<file path="src/rtl/command_scheduler.sv">
// command_scheduler: round-robin PSL command arbiter with credit, tag and drain tracking
module command_scheduler #(
  parameter int NUM_REQ  = 4,
  parameter int NUM_TAGS = 32,
  parameter int CRED_W   = 9
) (
  input  logic                    i_clock,
  input  logic                    i_reset,
  input  logic                    i_job_start,
  input  logic [7:0]              i_room,
  input  logic                    i_drain,
  input  logic [NUM_REQ-1:0]      i_req_valid,
  input  logic [NUM_REQ*13-1:0]   i_req_command,
  input  logic [NUM_REQ*64-1:0]   i_req_address,
  input  logic [NUM_REQ*12-1:0]   i_req_size,
  output logic [NUM_REQ-1:0]      o_req_grant,
  output logic [7:0]              o_grant_tag,
  output logic                    o_cmd_valid,
  output logic [12:0]             o_cmd_command,
  output logic [63:0]             o_cmd_address,
  output logic [11:0]             o_cmd_size,
  output logic [7:0]              o_cmd_tag,
  input  logic                    i_resp_valid,
  input  logic [7:0]              i_resp_tag,
  input  logic [8:0]              i_resp_credits,
  output logic                    o_done_valid,
  output logic [2:0]              o_done_owner,
  output logic [7:0]              o_done_tag,
  output logic [8:0]              o_outstanding,
  output logic                    o_drained,
  output logic                    o_error
);
  localparam int RW = $clog2(NUM_REQ);
  localparam int TW = $clog2(NUM_TAGS);
  localparam int SW = CRED_W + 2;
  typedef enum logic [1:0] {S_IDLE, S_RUN, S_DRAIN, S_DRAINED} state_t;
  state_t               r_state, w_state_next;
  logic [CRED_W-1:0]    r_credits, w_cred_next;
  logic [7:0]           r_room;
  logic [NUM_TAGS-1:0]  r_busy, w_busy_next;
  logic [2:0]           r_owner [NUM_TAGS];
  logic [RW-1:0]        r_rr, w_win, w_idx;
  logic [TW-1:0]        w_tag, w_rtag;
  logic [8:0]           r_outstanding, w_count;
  logic signed [SW-1:0] w_resp_add, w_sum, w_room_s;
  logic                 w_found, w_free, w_grant, w_start_ok, w_start_err;
  logic                 w_resp_hit, w_resp_err, w_neg, w_over, w_cred_err;
  logic                 r_cmd_valid, r_done_valid, r_error;
  logic [12:0]          r_cmd_command;
  logic [63:0]          r_cmd_address;
  logic [11:0]          r_cmd_size;
  logic [7:0]           r_cmd_tag, r_done_tag;
  logic [2:0]           r_done_owner;
  // round-robin winner starting at the pointer, and the lowest-index free tag
  always_comb begin
    w_found = 1'b0;
    w_win   = '0;
    w_idx   = '0;
    w_free  = 1'b0;
    w_tag   = '0;
    for (int i = 0; i < NUM_REQ; i++) begin
      w_idx = RW'((int'(r_rr) + i) % NUM_REQ);
      if (!w_found && i_req_valid[w_idx]) begin
        w_found = 1'b1;
        w_win   = w_idx;
      end
    end
    for (int t = NUM_TAGS - 1; t >= 0; t--)
      if (!r_busy[t]) begin
        w_free = 1'b1;
        w_tag  = TW'(t);
      end
  end
  assign w_grant     = !i_reset && r_state == S_RUN && r_credits != '0 && w_free && w_found;
  assign o_req_grant = w_grant ? (NUM_REQ'(1) << w_win) : '0;
  assign o_grant_tag = w_grant ? 8'(w_tag) : 8'd0;
  assign w_rtag      = i_resp_tag[TW-1:0];
  assign w_resp_hit  = i_resp_valid && 32'(i_resp_tag) < 32'(NUM_TAGS) && r_busy[w_rtag];
  assign w_resp_err  = i_resp_valid && !w_resp_hit;
  assign w_start_ok  = i_job_start && (r_state == S_IDLE || r_state == S_DRAINED);
  assign w_start_err = i_job_start && (r_state == S_RUN || r_state == S_DRAIN);
  // tag table after this cycle's grant and retire, and its population count
  always_comb begin
    w_busy_next = r_busy;
    if (w_grant) w_busy_next[w_tag] = 1'b1;
    if (w_resp_hit) w_busy_next[w_rtag] = 1'b0;
    w_count = '0;
    for (int t = 0; t < NUM_TAGS; t++) w_count = w_count + 9'(w_busy_next[t]);
  end
  // signed credit update, clamped to [0, room]; leaving that range is an error
  always_comb begin
    w_resp_add  = i_resp_valid ? SW'($signed(i_resp_credits)) : '0;
    w_room_s    = $signed(SW'(r_room));
    w_sum       = $signed(SW'(r_credits)) - SW'(w_grant) + w_resp_add;
    w_neg       = w_sum[SW-1];
    w_over      = !w_neg && w_sum > w_room_s;
    w_cred_err  = !w_start_ok && (w_neg || w_over);
    w_cred_next = w_neg ? '0 : w_over ? CRED_W'(r_room) : w_sum[CRED_W-1:0];
  end
  // job state: run after job_start, drain on request, drained once nothing is in flight
  always_comb begin
    w_state_next = r_state;
    case (r_state)
      S_IDLE, S_DRAINED: if (i_job_start) w_state_next = S_RUN;
      S_RUN:             if (i_drain) w_state_next = S_DRAIN;
      S_DRAIN:           if (r_outstanding == '0) w_state_next = S_DRAINED;
      default:           w_state_next = S_IDLE;
    endcase
  end
  // all registered state: tags, owners, credits, command and retire outputs
  always_ff @(posedge i_clock) begin
    if (i_reset) begin
      r_state       <= S_IDLE;
      r_credits     <= '0;
      r_room        <= '0;
      r_busy        <= '0;
      r_rr          <= '0;
      r_outstanding <= '0;
      r_cmd_valid   <= 1'b0;
      r_cmd_command <= '0;
      r_cmd_address <= '0;
      r_cmd_size    <= '0;
      r_cmd_tag     <= '0;
      r_done_valid  <= 1'b0;
      r_done_owner  <= '0;
      r_done_tag    <= '0;
      r_error       <= 1'b0;
      for (int t = 0; t < NUM_TAGS; t++) r_owner[t] <= '0;
    end else begin
      r_state       <= w_state_next;
      r_busy        <= w_busy_next;
      r_outstanding <= w_count;
      r_credits     <= w_start_ok ? CRED_W'(i_room) : w_cred_next;
      if (w_start_ok) r_room <= i_room;
      r_cmd_valid   <= w_grant;
      if (w_grant) begin
        r_owner[w_tag] <= 3'(w_win);
        r_rr           <= RW'((int'(w_win) + 1) % NUM_REQ);
        r_cmd_command  <= i_req_command[int'(w_win)*13 +: 13];
        r_cmd_address  <= i_req_address[int'(w_win)*64 +: 64];
        r_cmd_size     <= i_req_size[int'(w_win)*12 +: 12];
        r_cmd_tag      <= 8'(w_tag);
      end
      r_done_valid  <= w_resp_hit;
      r_done_owner  <= w_resp_hit ? r_owner[w_rtag] : 3'd0;
      r_done_tag    <= w_resp_hit ? i_resp_tag : 8'd0;
      r_error       <= r_error || w_start_err || w_resp_err || w_cred_err;
    end
  end
  assign o_cmd_valid   = r_cmd_valid && !i_reset;
  assign o_cmd_command = r_cmd_command;
  assign o_cmd_address = r_cmd_address;
  assign o_cmd_size    = r_cmd_size;
  assign o_cmd_tag     = r_cmd_tag;
  assign o_done_valid  = r_done_valid && !i_reset;
  assign o_done_owner  = r_done_owner;
  assign o_done_tag    = r_done_tag;
  assign o_outstanding = r_outstanding;
  assign o_drained     = r_state == S_DRAINED;
  assign o_error       = r_error;
endmodule

</file>
<file path="config.mk">
export PLATFORM = sky130hd
export DESIGN_NAME = command_scheduler
export DESIGN_NICKNAME = d
export VERILOG_FILES = /design/src/rtl/command_scheduler.sv
export SDC_FILE = /design/constraint.sdc
export NUM_CORES = 1
export LEC_CHECK = 0
export ABC_AREA = 1
export CORE_AREA = 2 2 206 208
export CTS_CLUSTER_DIAMETER = 80
export DETAILED_ROUTE_END_ITERATION = 8
export DIE_AREA = 0 0 208 210
export SYNTH_ARGS = -nofsm -noshare
export SYNTH_HDL_FRONTEND = slang
export SYNTH_SLANG_ARGS = --single-unit
export TNS_END_PERCENT = 5
</file>
<file path="constraint.sdc">
create_clock -name i_clock -period 9.43 [get_ports i_clock]
set_input_delay 1.886 -clock i_clock [delete_from_list [all_inputs] [get_ports i_clock]]
set_output_delay 1.886 -clock i_clock [all_outputs]
set_load 0.03 [all_outputs]
</file>
======== Word-level counts from Yosys, hierarchy flattened ========
Memories as Yosys holds them, arrays and structs flattened. A register that Yosys moved wholly into a read port is not among the register bits.
Index checks and enable logic that the tools add are counted.
Widths: inputs -> output; s select.
cells by class
  add/subtract/negate cells ............... 37
  multiply operators ...................... 2
  magnitude comparators ................... 10
  eq/ne operators ......................... 6
  shifts and indexed selects .............. 4
  muxes and demuxes ....................... 106
  bitwise gates (word level) .............. 4
  reductions and logical operators ........ 39
operators by type and width
  cell                number
  $shiftx 256x9->64   1
  $add 9x1->9         23
  $mux 5              34
  $mux 32             2
  $shiftx 52x7->13    1
  $mux 1              49
  $shiftx 48x7->12    1
  $and 32x32->32      1
  $not 32->32         1
  $or 32x32->32       1
  $mux 8              3
  $logic_and 1x1->1   18
  $mux 2              8
  $lt 2x3->1 const B  4
  $lt 5x6->1 const B  2
  $add 11x11->11      1
  $gt 11x9->1         1
  $mux 11             1
  $demux 1 s5         2
  $ge 5x1->1 const B  2
  $sub 9x1->10        1
  $add 8x1->9         1
  $logic_not 9->1     1
  $reduce_bool 9->1   1
  28 further kinds    48
storage, ports and cells
  register bits ........................... 170
  bits in writable memories ............... 64
  input port bits ......................... 390
  output and inout bits ................... 133
  logic and storage cells ................. 225
  memories kept ........................... 1
memories
  name     words  width  rd ports  clocked after memory_dff  write ports  RTL line  RTL
  r_owner  32     2      1         1                         32           41        logic [2:0] r_owner [NUM_TAGS];

======== Longest topological paths before layout ========
Gate-level depths: netlist of run 1.
  depth after elaboration ................. 71
  depth in mapped cells ................... 57
  mapped depth without buffers ............ 56

======== Least setup slack after synthesis of run 1 ========
OpenSTA, ideal clock, no wires.
  path kind ............................... input to register
  from .................................... in i_req_valid[1]
  to ...................................... reg r_outstanding[4] (netlist: o_outstanding[4])
  library setup time ...................... 119 ps
  arrival time ............................ 7938 ps
  required time ........................... 9311 ps
  setup slack ............................. 1373 ps
  cell stages on the path ................. 37
  path buffers ............................ 0
  cells stage by stage .................... inv_1 > o21ai_0 > inv_1 > nand2_1 > o21ai_1 > nand2_1 > nor2_1 > nand2_1 > nand2_1 > nor2_1 > inv_1 > nor2_1 > nand3_1 > nand2_1 > o21ai_0 > fa_1 > inv_1 > fa_1 > inv_1 > fa_1 > fa_1 > inv_1 > fa_1 > inv_1 > fa_1 > inv_1 > ha_1 > inv_1 > fa_1 > inv_1 > nand2_1 > inv_1 > nor2_1 > nor2_1 > nor2_1 > o21ai_0 > a21oi_1
on the way
  longest elaborated chain between the ends .. 47
  elaborated cells on any way between the ends .. 53
  those cells by class .................... 31 x add/sub; 14 x mux; 1 x bitwise; 7 x reduce/logical
ends and longest elaborated chain
  what                          RTL line  RTL
  start, declared               12        input logic [NUM_REQ-1:0] i_req_valid,
  $bmux 1 s2                    63        if (!w_found && i_req_valid[w_idx]) begin
  $mux 1 (implied by the code)  63
  $mux 1                        63
  $logic_not 1->1               63
  $logic_and 1x1->1             63
  $mux 1                        63
  $logic_not 1->1               63
  $logic_and 1x1->1             63
  [10 not listed]               --
  $add 3x1->4                   88        for (int t = 0; t < NUM_TAGS; t++) w_count = w_count + 9'(w_busy_next[t]);
  $add 4x1->5                   88
  $add 5x1->6                   88
  $add 6x1->7                   88
  $add 7x1->8                   88
  $add 8x1->9                   88
  $add 9x1->9 (22 in a row)     88
  $add 9x1->9 *                 88
  end signal, assigned          132       r_outstanding <= w_count;
  end, declared                 44        logic [8:0] r_outstanding, w_count;
Mark *: on every way between the ends. The rest lies on a longest branch, timed or not. The select of a mux whose other input is x is not followed.
A chain may end at the register's enable or synchronous reset.

======== Worst setup path in the final report of run 1 ========
  from .................................... in i_req_valid[2]
  to ...................................... reg r_outstanding[4] (netlist: o_outstanding[4])
The elaborated chain is that of the path after synthesis.

==> results.py, run 1 <==
metrics = {
    "placed_design": {
        "globalplace.congestion": 0.9980,
        "dp_hpwl_um": 50470,
        "post-place-ws_ps": 539.1,
        "numPortBuffers": 512,
    },
    "global_routing": {
        "antenna_found_initial": 2,
        "grt_pass1_wl_um": 93050,
        "overflow": 0,
        "first_global_vias": 15260,
        "grt_max_degree": 102,
        "grt_usage_pct": 28.24,
    },
    "finish": {
        "drive_gt1_share_pct": 4.556,
        "final_util_pct": 49.14,
        "fillers": 4220,
        "layout-area-overhead-vs-synth_pct": 45.01,
        "fin_nets": 2956,
    },
    "sta": {
        "period_share_pct": 88.74,
        "setup_slack_ps": 1061,
        "fin_hold_ws_ps": 467.2,
        "slew_headroom_pct": 26.64,
        "fmax_ghz": 0.1195,
        "hold_viol": 0,
        "rsz0062_at_grt": "no",
        "worst_pin_slew_ps": 1100,
        "finalSetupViolations": 0,
        "min_period_ps": 8369,
        "fin_skew_ps": 25.55,
        "maxSlewViolCount": 0,
        "setup_tns_ps": 0,
    },
    "floorplan": {
        "start_util_pct": 33.89,
        "die_x_um": 208,
        "die_y_um": 210,
        "die_area_um2": 43680,
        "rows": 75,
        "floorplan.io_pins": 523,
        "core_um2": 41480,
    },
    "power_and_ir_drop": {
        "ir_worst_vdd_mv": 0.2479,
        "power_density_nw_per_um2": 262.5,
        "leakage_nw": 8.839,
    },
    "job": {
        "cap_violations": 0,
    },
    "yosys": {
        "synthCells": 2053,
        "yosys_warnings": 0,
        "ys_seq_elements": 230,
        "post_synth.cell_area_avg_um2": 6.847,
        "synth_top_area_cell": "dfxtp_1",
        "yosysSeqAreaShare_pct": 37.32,
        "synthFlopType": "dfxtp_1",
        "async_flop_share_pct": 0,
        "synth.most_common_cell": "nand2_1",
        "synth_top_area_share_pct": 23.64,
        "synth_cell_types": 48,
        "netlist_top_cells_count": "692 x nand2_1, 209 x nand3_1, 166 x dfxtp_1",
        "synthTopCellsByArea": "dfxtp_1 24%, nand2_1 18%, edfxtp_1 14%",
        "syn_area_um2": 14060,
        "synth_edf_count": 64,
    },
    "clocking": {
        "cts_buffers": 27,
        "insertion_delay_ps": 560,
        "clkSinkCount": 230,
        "hold_buffers": 0,
        "tritoncts": "done",
        "clk_pin_slew_worst_paths_ps": 60,
        "cts_setup_buffers": 0,
        "ctsResizeCount": 0,
        "htree_levels": 1,
        "cts_buffer_depth": 3,
        "clockRootBuffer": "clkbuf_16",
    },
    "drt": {
        "first_iter_violations": 1231,
        "wire_per_inst_um": 20.74,
        "wl_um": 63540,
        "first_pass_iters": 5,
        "drtAntennaViolNets": 0,
        "drcViolationCount": 0,
        "via_per_inst": 5.041,
        "via_count": 15450,
    },
    "setup_path": {
        "crit_top_cell": "inv_1",
        "cp_max_fo": 5,
        "cpPeakStageDelay_ps": 570,
        "cp-end-kind": "flip-flop",
        "start_kind": "input port",
        "cp.arrival_ps": 8810,
        "critPathRequiredTime_ps": 9870,
        "cp_slowest_cell": "fa_1",
        "crit_type": "input port to flip-flop",
    },
    "worst_hold_path": {
        "worst_hold_path_type": "flip-flop to flip-flop",
    },
    "run_status": {
        "status": "finished clean",
    },
}
[per-layer routing]
layer / up-vias / wire length [um] / global-route usage, %
met5: - / 0 / 0.3337
met4: 0 / 2617 / 10.91
met3: 120 / 5205 / 6.928
met2: 634 / 29870 / 47.71
met1: 7118 / 25840 / 34.73
li1: 7575 / - / -
[critical path, delay by kind of cell]
| family | cells | cell delay (ps) |
|---|---|---|
| buf+inv | 11 | 1150 |
| simple gates | 12 | 1590 |
| compound gates | 5 | 720 |
| fa+ha+maj | 8 | 3470 |
[stage by stage]
stage	instance area [um^2]	cells	total power, mW
global route	20380	3064	5.745
global placement	19550	3016	4.346
floorplan	14100	2066	3.208
detailed placement	19550	3016	4.377
CTS	20380	3063	5.386
finish	20380	3064	5.350
[logic make-up after synthesis]
kind of cell / Yosys count / share of synthesized area [%]
compound gates: 333 / 13.13
xor+xnor: 12 / 0.7477
fa+ha+maj: 60 / 6.676
buf+inv: 297 / 8.608
flops: 230 / 37.32
other cells: 1 / 0.02668
simple gates: 1120 / 33.50
[cells in the final DEF, fill, tap and decap left out, types with 7 or more instances in the layout]
| cell | netlist | routed |
|---|---|---|
| nand2_1 | 692 | 691 |
| clkdlybuf4s50_1 | 0 | 511 |
| nand3_1 | 209 | 209 |
| dfxtp_1 | 166 | 166 |
| inv_1 | 165 | 163 |
| nor2_1 | 155 | 155 |
| o21ai_0 | 137 | 137 |
| a21oi_1 | 119 | 119 |
| edfxtp_1 | 64 | 64 |
| a22oi_1 | 36 | 36 |
| ha_1 | 35 | 35 |
| clkbuf_16 | 0 | 28 |
| buf_4 | 10 | 26 |
| fa_1 | 25 | 25 |
| conb_1 | 1 | 14 |
| nand2_2 | 13 | 13 |
| nor3_1 | 12 | 12 |
| nor2_2 | 10 | 10 |
| o22ai_1 | 9 | 9 |
| nand4_2 | 7 | 7 |
[flip-flops by register name, indices dropped and copies added, names as in the netlist]
register and flops:
r_rr 2, o_cmd_command 13, r_busy 32, o_cmd_address 64, o_outstanding 6, o_error 1, r_cmd_valid 1, o_cmd_tag 5
r_done_valid 1, o_cmd_size 12, r_state 2, o_done_owner 2, r_credits 9, r_room 8, r_owner 64, o_done_tag 8
[layout make-up]
cell class	count	area (um^2)	area share (%)
multi-input cells	1539	7665	37.61
clock inverters	11	68.82	0.3376
flip-flops and latches	230	5245	25.73
repair buffers	538	5315	26.08
inverters	170	650.6	3.192
diodes	1	2.502	0.01228
clock buffers	36	760.7	3.732
well taps	539	674.4	3.309
[final timing paths]
| check | cells after the start | slack [ps] | end | startpoint |
|---|---|---|---|---|
| max | 36 | 1060 | o_outstanding[4] | i_req_valid[2] |
| min | 2 | 470 | o_cmd_tag[0] | o_cmd_tag[0] |
| min reg2reg | 2 | 470 | o_cmd_tag[0] | o_cmd_tag[0] |
| max reg2reg | 38 | 1870 | o_outstanding[4] | r_busy[27] |
[power breakdown]
group	internal, mW	switching [mW]
Clock	0.564	0.432
Sequential	1.17	0.0999
Combinational	0.966	2.12
Note: power is estimated with default switching activity, not from simulation.
==> run 2, diff against run 1 <==
--- a/config.mk
+++ b/config.mk
@@ -6,10 +6,12 @@
 export NUM_CORES = 1
 export LEC_CHECK = 0
 export ABC_AREA = 1
+export CAP_MARGIN = 40
 export CORE_AREA = 2 2 206 208
 export CTS_CLUSTER_DIAMETER = 80
 export DETAILED_ROUTE_END_ITERATION = 8
 export DIE_AREA = 0 0 208 210
+export PLACE_DENSITY = 0.66
 export SYNTH_ARGS = -nofsm -noshare
 export SYNTH_HDL_FRONTEND = slang
 export SYNTH_SLANG_ARGS = --single-unit
==> constraint.sdc (replaced) <==
create_clock -name i_clock -period 7.3 [get_ports i_clock]
set_input_delay 1.46 -clock i_clock [delete_from_list [all_inputs] [get_ports i_clock]]
set_output_delay 1.46 -clock i_clock [all_outputs]
set_load 0.03 [all_outputs]
==> results.py, run 2 (synthesis results as in run 1) <==
metrics = {
    "floorplan": {
        "floorplan.io_pins": 523,
        "core_um2": 41480,
        "die_area_um2": 43680,
        "start_util_pct": 33.89,
        "die_x_um": 208,
        "rows": 75,
        "die_y_um": 210,
    },
    "finish": {
        "final_cell_mix": "670 x nand2_1, 503 x clkdlybuf4s50_1, 207 x nand3_1, 170 x buf_4, 164 x dfxtp_1",
        "regArea_um2": 5248,
        "fin_cells": 3222,
        "fillers": 4045,
        "multi_input_area_um2": 7939,
        "final_common_cell": "nand2_1",
        "fin_nets": 3110,
        "drive_gt1_share_pct": 13.42,
        "layout-area-overhead-vs-synth_pct": 56.92,
        "antennaDiodeCount": 0,
    },
    "setup_path": {
        "critPathRequiredTime_ps": 7800,
        "crit_type": "input port to flip-flop",
        "cp.arrival_ps": 7920,
        "crit_top_cell": "buf_4",
        "cpPeakStageDelay_ps": 550,
        "cp_max_fo": 7,
        "cp_slowest_cell": "clkdlybuf4s50_1",
        "cp-end-kind": "flip-flop",
        "start_kind": "input port",
    },
    "power_and_ir_drop": {
        "ir_worst_vdd_mv": 0.4501,
        "p_int_mw": 3.719,
        "netSwitchingFraction_pct": 48.24,
        "combPwrFrac_pct": 56.5,
        "power_density_nw_per_um2": 325.8,
        "p_seq_share_pct": 22.8,
        "p_total_mw": 7.185,
        "leakage_nw": 9.709,
        "p_sw_mw": 3.466,
        "pwr-share-clk_pct": 20.7,
    },
    "global_routing": {
        "grt_pass1_wl_um": 97340,
        "grt_max_degree": 208,
        "grt_usage_pct": 29.30,
        "first_global_vias": 15890,
        "overflow": 0,
        "antenna_found_initial": 1,
    },
    "sta": {
        "finalSetupViolations": 3,
        "fin_skew_ps": 36.20,
        "rsz0062_at_grt": "yes",
        "fmax_ghz": 0.1348,
        "worst_pin_slew_ps": 1059,
        "maxSlewViolCount": 0,
        "period_share_pct": 101.6,
        "hold_viol": 0,
        "min_period_ps": 7418,
        "setup_slack_ps": -117.8,
        "slew_headroom_pct": 29.37,
    },
    "clocking": {
        "htree_levels": 1,
        "clockRootBuffer": "clkbuf_16",
        "tritoncts": "done",
        "insertion_delay_ps": 590,
        "cts_buffer_depth": 3,
        "clk_pin_slew_worst_paths_ps": 60,
        "cts_buffers": 29,
        "clkSinkCount": 230,
    },
    "run_status": {
        "violations": "negative setup slack",
        "status": "finished with violations",
    },
    "drt": {
        "wl_um": 65720,
        "first_pass_iters": 6,
        "wire_per_inst_um": 20.40,
        "drcViolationCount": 0,
        "drtAntennaViolNets": 0,
        "via_per_inst": 5.023,
        "via_count": 16180,
        "first_iter_violations": 1272,
    },
    "worst_hold_path": {
        "worst_hold_path_type": "flip-flop to flip-flop",
    },
    "placed_design": {
        "dp_hpwl_um": 51290,
        "dp.cells": 3100,
        "numPortBuffers": 512,
        "globalplace.congestion": 0.9597,
    },
    "job": {
        "cap_violations": 0,
    },
}
==> run 2: cell count changes in the layout (fill, tap and decap cells not counted), sizes merged, moves of 2 or more <==
cell / before / now
buf: 27 / 179
clkdlybuf4s50: 511 / 503
dlymetal6s2s: 0 / 6
bufinv: 0 / 3
clkinv: 6 / 8
inv: 169 / 171
==> run 2: what timing repair did <==
item / 4_1_cts / 5_1_grt
gates cloned: 0 / 0
endpoints found under the setup margin: 5 / 14
hold buffers: 0 / 0
setup buffers: 37 / 32
gates resized for setup: 26 / 94
pin swaps: 6 / 44
==> run 2: path summary, 6_finish.rpt <==
path	endpoint	cells past startpoint	from	slack [ps]
setup / recovery	o_done_owner[0]	47	i_resp_tag[2]	-120
hold / removal	o_cmd_tag[1]	2	o_cmd_tag[1]	470
setup reg to reg	o_outstanding[4]	38	r_busy[27]	60
hold reg to reg	o_cmd_tag[1]	2	o_cmd_tag[1]	470
==> run 2: area by class of cell <==
| cell class | count | area share (%) |
|---|---|---|
| Multi-Input combinational cell | 1539 | 35.99 |
| Tap cell | 539 | 3.058 |
| Timing Repair Buffer | 690 | 29.66 |
| Clock inverter | 18 | 0.8963 |
| Clock buffer | 36 | 3.614 |
| Inverter | 170 | 2.990 |
| Sequential cell | 230 | 23.79 |
==> run 2: per-stage QoR <==
stage	area, um^2	hold slack, ps	setup TNS [ps]	utilization, %	setup slack [ps]
6_report	22060	470.4	-236.4	53.18	-117.8
3_5_place_dp	20250	466.2	-4662	48.81	-996.5
3_3_place_gp	20190	454.3	-4140	48.68	-955.4
5_1_grt	22060	486.3	-2256	53.18	-313.7
2_1_floorplan	14120	462.8	0	-	3.761
4_1_cts	21590	475.9	-15.53	52.06	-12.41
==> run 2: critical path, delay by kind of cell <==
family	cells	cell delay (ps)
buffers and inverters	41	5440
and+or+nand+nor	4	620
AOI/OAI and AO/OA	2	380
==> run 2: layer usage <==
layer | track usage [%] | up-vias | share of wire, %
met5 | 0 | - | 0
met4 | 9.269 | 0 | 3.5
met3 | 5.557 | 111 | 7.7
met2 | 50.13 | 682 | 48
met1 | 37.37 | 7490 | 41
li1 | - | 7900 | -
==> run 2: power groups by stage <==
stage	combinational (mW)	sequential, mW	clock [mW]
4_1_cts	4.03	1.64	1.52
6_report	4.06	1.64	1.49
3_5_place_dp	4.01	1.66	0
5_1_grt	4.47	1.66	1.57
2_1_floorplan	2.26	1.89	0
3_3_place_gp	3.96	1.66	0
==> run 3, diff against run 2 <==
==> constraint.sdc (replaced) <==
create_clock -name i_clock -period 7.3 [get_ports i_clock]
set_input_delay 1.825 -clock i_clock [delete_from_list [all_inputs] [get_ports i_clock]]
set_output_delay 1.825 -clock i_clock [all_outputs]
set_load 0.03 [all_outputs]
==> results.py, run 3 (synthesis results as in run 1) <==
metrics = {
    "worst_hold_path": {
        "hp-start": "o_cmd_tag[0]",
        "holdPathStages": 2,
        "worst_hold_path_type": "flip-flop to flip-flop",
        "min_to": "o_cmd_tag[0]",
    },
    "power_and_ir_drop": {
        "leakage_nw": 9.694,
        "power_density_nw_per_um2": 333.6,
        "ir_worst_vdd_mv": 0.2318,
    },
    "setup_path": {
        "cp_slowest_cell": "fa_1",
        "worstRegToRegCells": 56,
        "start_kind": "input port",
        "cpPeakStageDelay_ps": 530,
        "cp_max_fo": 7,
        "rrSetupSlack_ps": 230,
        "r2r_end": "o_outstanding[4]",
        "cp-end-kind": "flip-flop",
        "cp.arrival_ps": 7910,
        "crit_top_cell": "fa_1",
        "critPathRequiredTime_ps": 7750,
        "reg2reg_from": "r_busy[31]",
        "crit_type": "input port to flip-flop",
    },
    "global_routing": {
        "antenna_found_initial": 0,
        "grt_usage_pct": 28.68,
        "overflow": 0,
        "grt_max_degree": 94,
        "grt_pass1_wl_um": 95440,
        "first_global_vias": 15790,
    },
    "sta": {
        "min_period_ps": 7460,
        "fmax_ghz": 0.1341,
        "finalSetupViolations": 3,
        "maxSlewViolCount": 0,
        "setup_tns_ps": -245.0,
        "period_share_pct": 102.2,
        "rsz0062_at_grt": "yes",
        "slew_headroom_pct": 38.46,
        "worst_pin_slew_ps": 923.2,
        "fin_skew_ps": 23.57,
        "fin_hold_ws_ps": 465.9,
        "hold_viol": 0,
        "setup_slack_ps": -159.8,
    },
    "placed_design": {
        "post-place-ws_ps": -1216,
        "dp.cells": 3113,
        "place_area_um2": 20400,
        "dp_hpwl_um": 50980,
        "numPortBuffers": 512,
        "globalplace.congestion": 0.9836,
    },
    "run_status": {
        "status": "finished with violations",
        "violations": "negative setup slack",
    },
    "drt": {
        "wire_per_inst_um": 20.16,
        "via_count": 16080,
        "drtAntennaViolNets": 0,
        "wl_um": 64540,
        "via_per_inst": 5.024,
        "first_pass_iters": 5,
        "drcViolationCount": 0,
        "first_iter_violations": 1171,
    },
    "finish": {
        "fin_cells": 3201,
        "antennaDiodeCount": 0,
        "final_common_cell": "nand2_1",
        "drive_gt1_share_pct": 12.36,
        "fin_nets": 3090,
        "final_design_area_no_fill_um2": 21890,
        "final_cell_mix": "675 x nand2_1, 497 x clkdlybuf4s50_1, 207 x nand3_1, 166 x dfxtp_1, 153 x buf_4",
        "layout-area-overhead-vs-synth_pct": 55.76,
    },
    "job": {
        "cap_violations": 0,
    },
    "clocking": {
        "clockRootBuffer": "clkbuf_16",
        "clk_pin_slew_worst_paths_ps": 70,
        "clkSinkCount": 230,
        "insertion_delay_ps": 570,
        "cts_buffer_depth": 3,
        "cts_buffers": 28,
        "htree_levels": 1,
        "tritoncts": "done",
    },
    "floorplan": {
        "die_area_um2": 43680,
        "die_y_um": 210,
        "rows": 75,
        "floorplan.io_pins": 523,
        "start_util_pct": 33.89,
        "core_um2": 41480,
        "die_x_um": 208,
    },
}
==> run 3: final cells by class <==
cell class              instances  area (um^2)
multi-input cells            1540         7948
clock buffers                  36        792.0
repair buffers                670         6356
well taps                     539        674.4
fillers                      4083        19580
inverters                     170        678.2
flip-flops and latches        230         5245
clock inverters                16        200.2
==> run 3: layer usage <==
layer	track usage, %	part of all wire [%]	wire length, um
met1	36.34	41	26650
met4	9.513	3.4	2219
met5	0	0	0
met3	5.900	8.0	5145
met2	48.79	47	30520
==> run 3: worst max-delay path by stage <==
stage                       endpoint          start
floorplan           o_outstanding[4]  i_resp_tag[0]
global placement    o_outstanding[4]  i_resp_tag[1]
detailed placement  o_outstanding[4]  i_resp_tag[1]
CTS                 o_outstanding[4]  i_resp_tag[0]
global route        o_outstanding[4]  i_resp_tag[0]
finish              o_outstanding[4]  i_resp_tag[0]
==> run 3: repair_timing <==
item / 4_1_cts / 5_1_grt
buffers inserted: 26 / 10
gates resized for setup: 61 / 46
cloned: 0 / 1
pin swaps: 42 / 41
endpoints found under the setup margin: 5 / 9
hold endpoints to repair: 0 / 0
hold buffers: 0 / 0
==> run 3: metrics by stage <==
stage / utilization [%] / total power, mW
floorplan: - / 4.148
global placement: 49.13 / 5.649
global route: 52.78 / 7.807
detailed placement: 49.17 / 5.706
finish: 52.78 / 7.303
CTS: 52.34 / 7.287
==> run 3: critical path: cells and delay by family <==
family | cells | cell delay [ps]
buffers and inverters | 13 | 820
adders and majority gates | 8 | 3470
AOI/OAI and AO/OA | 5 | 700
and+or+nand+nor | 10 | 1090
==> run 3: power by group <==
part           switching, mW  internal, mW
clock                  0.590         0.910
combinational           2.82          1.36
sequential             0.113          1.51
total                   3.53          3.78
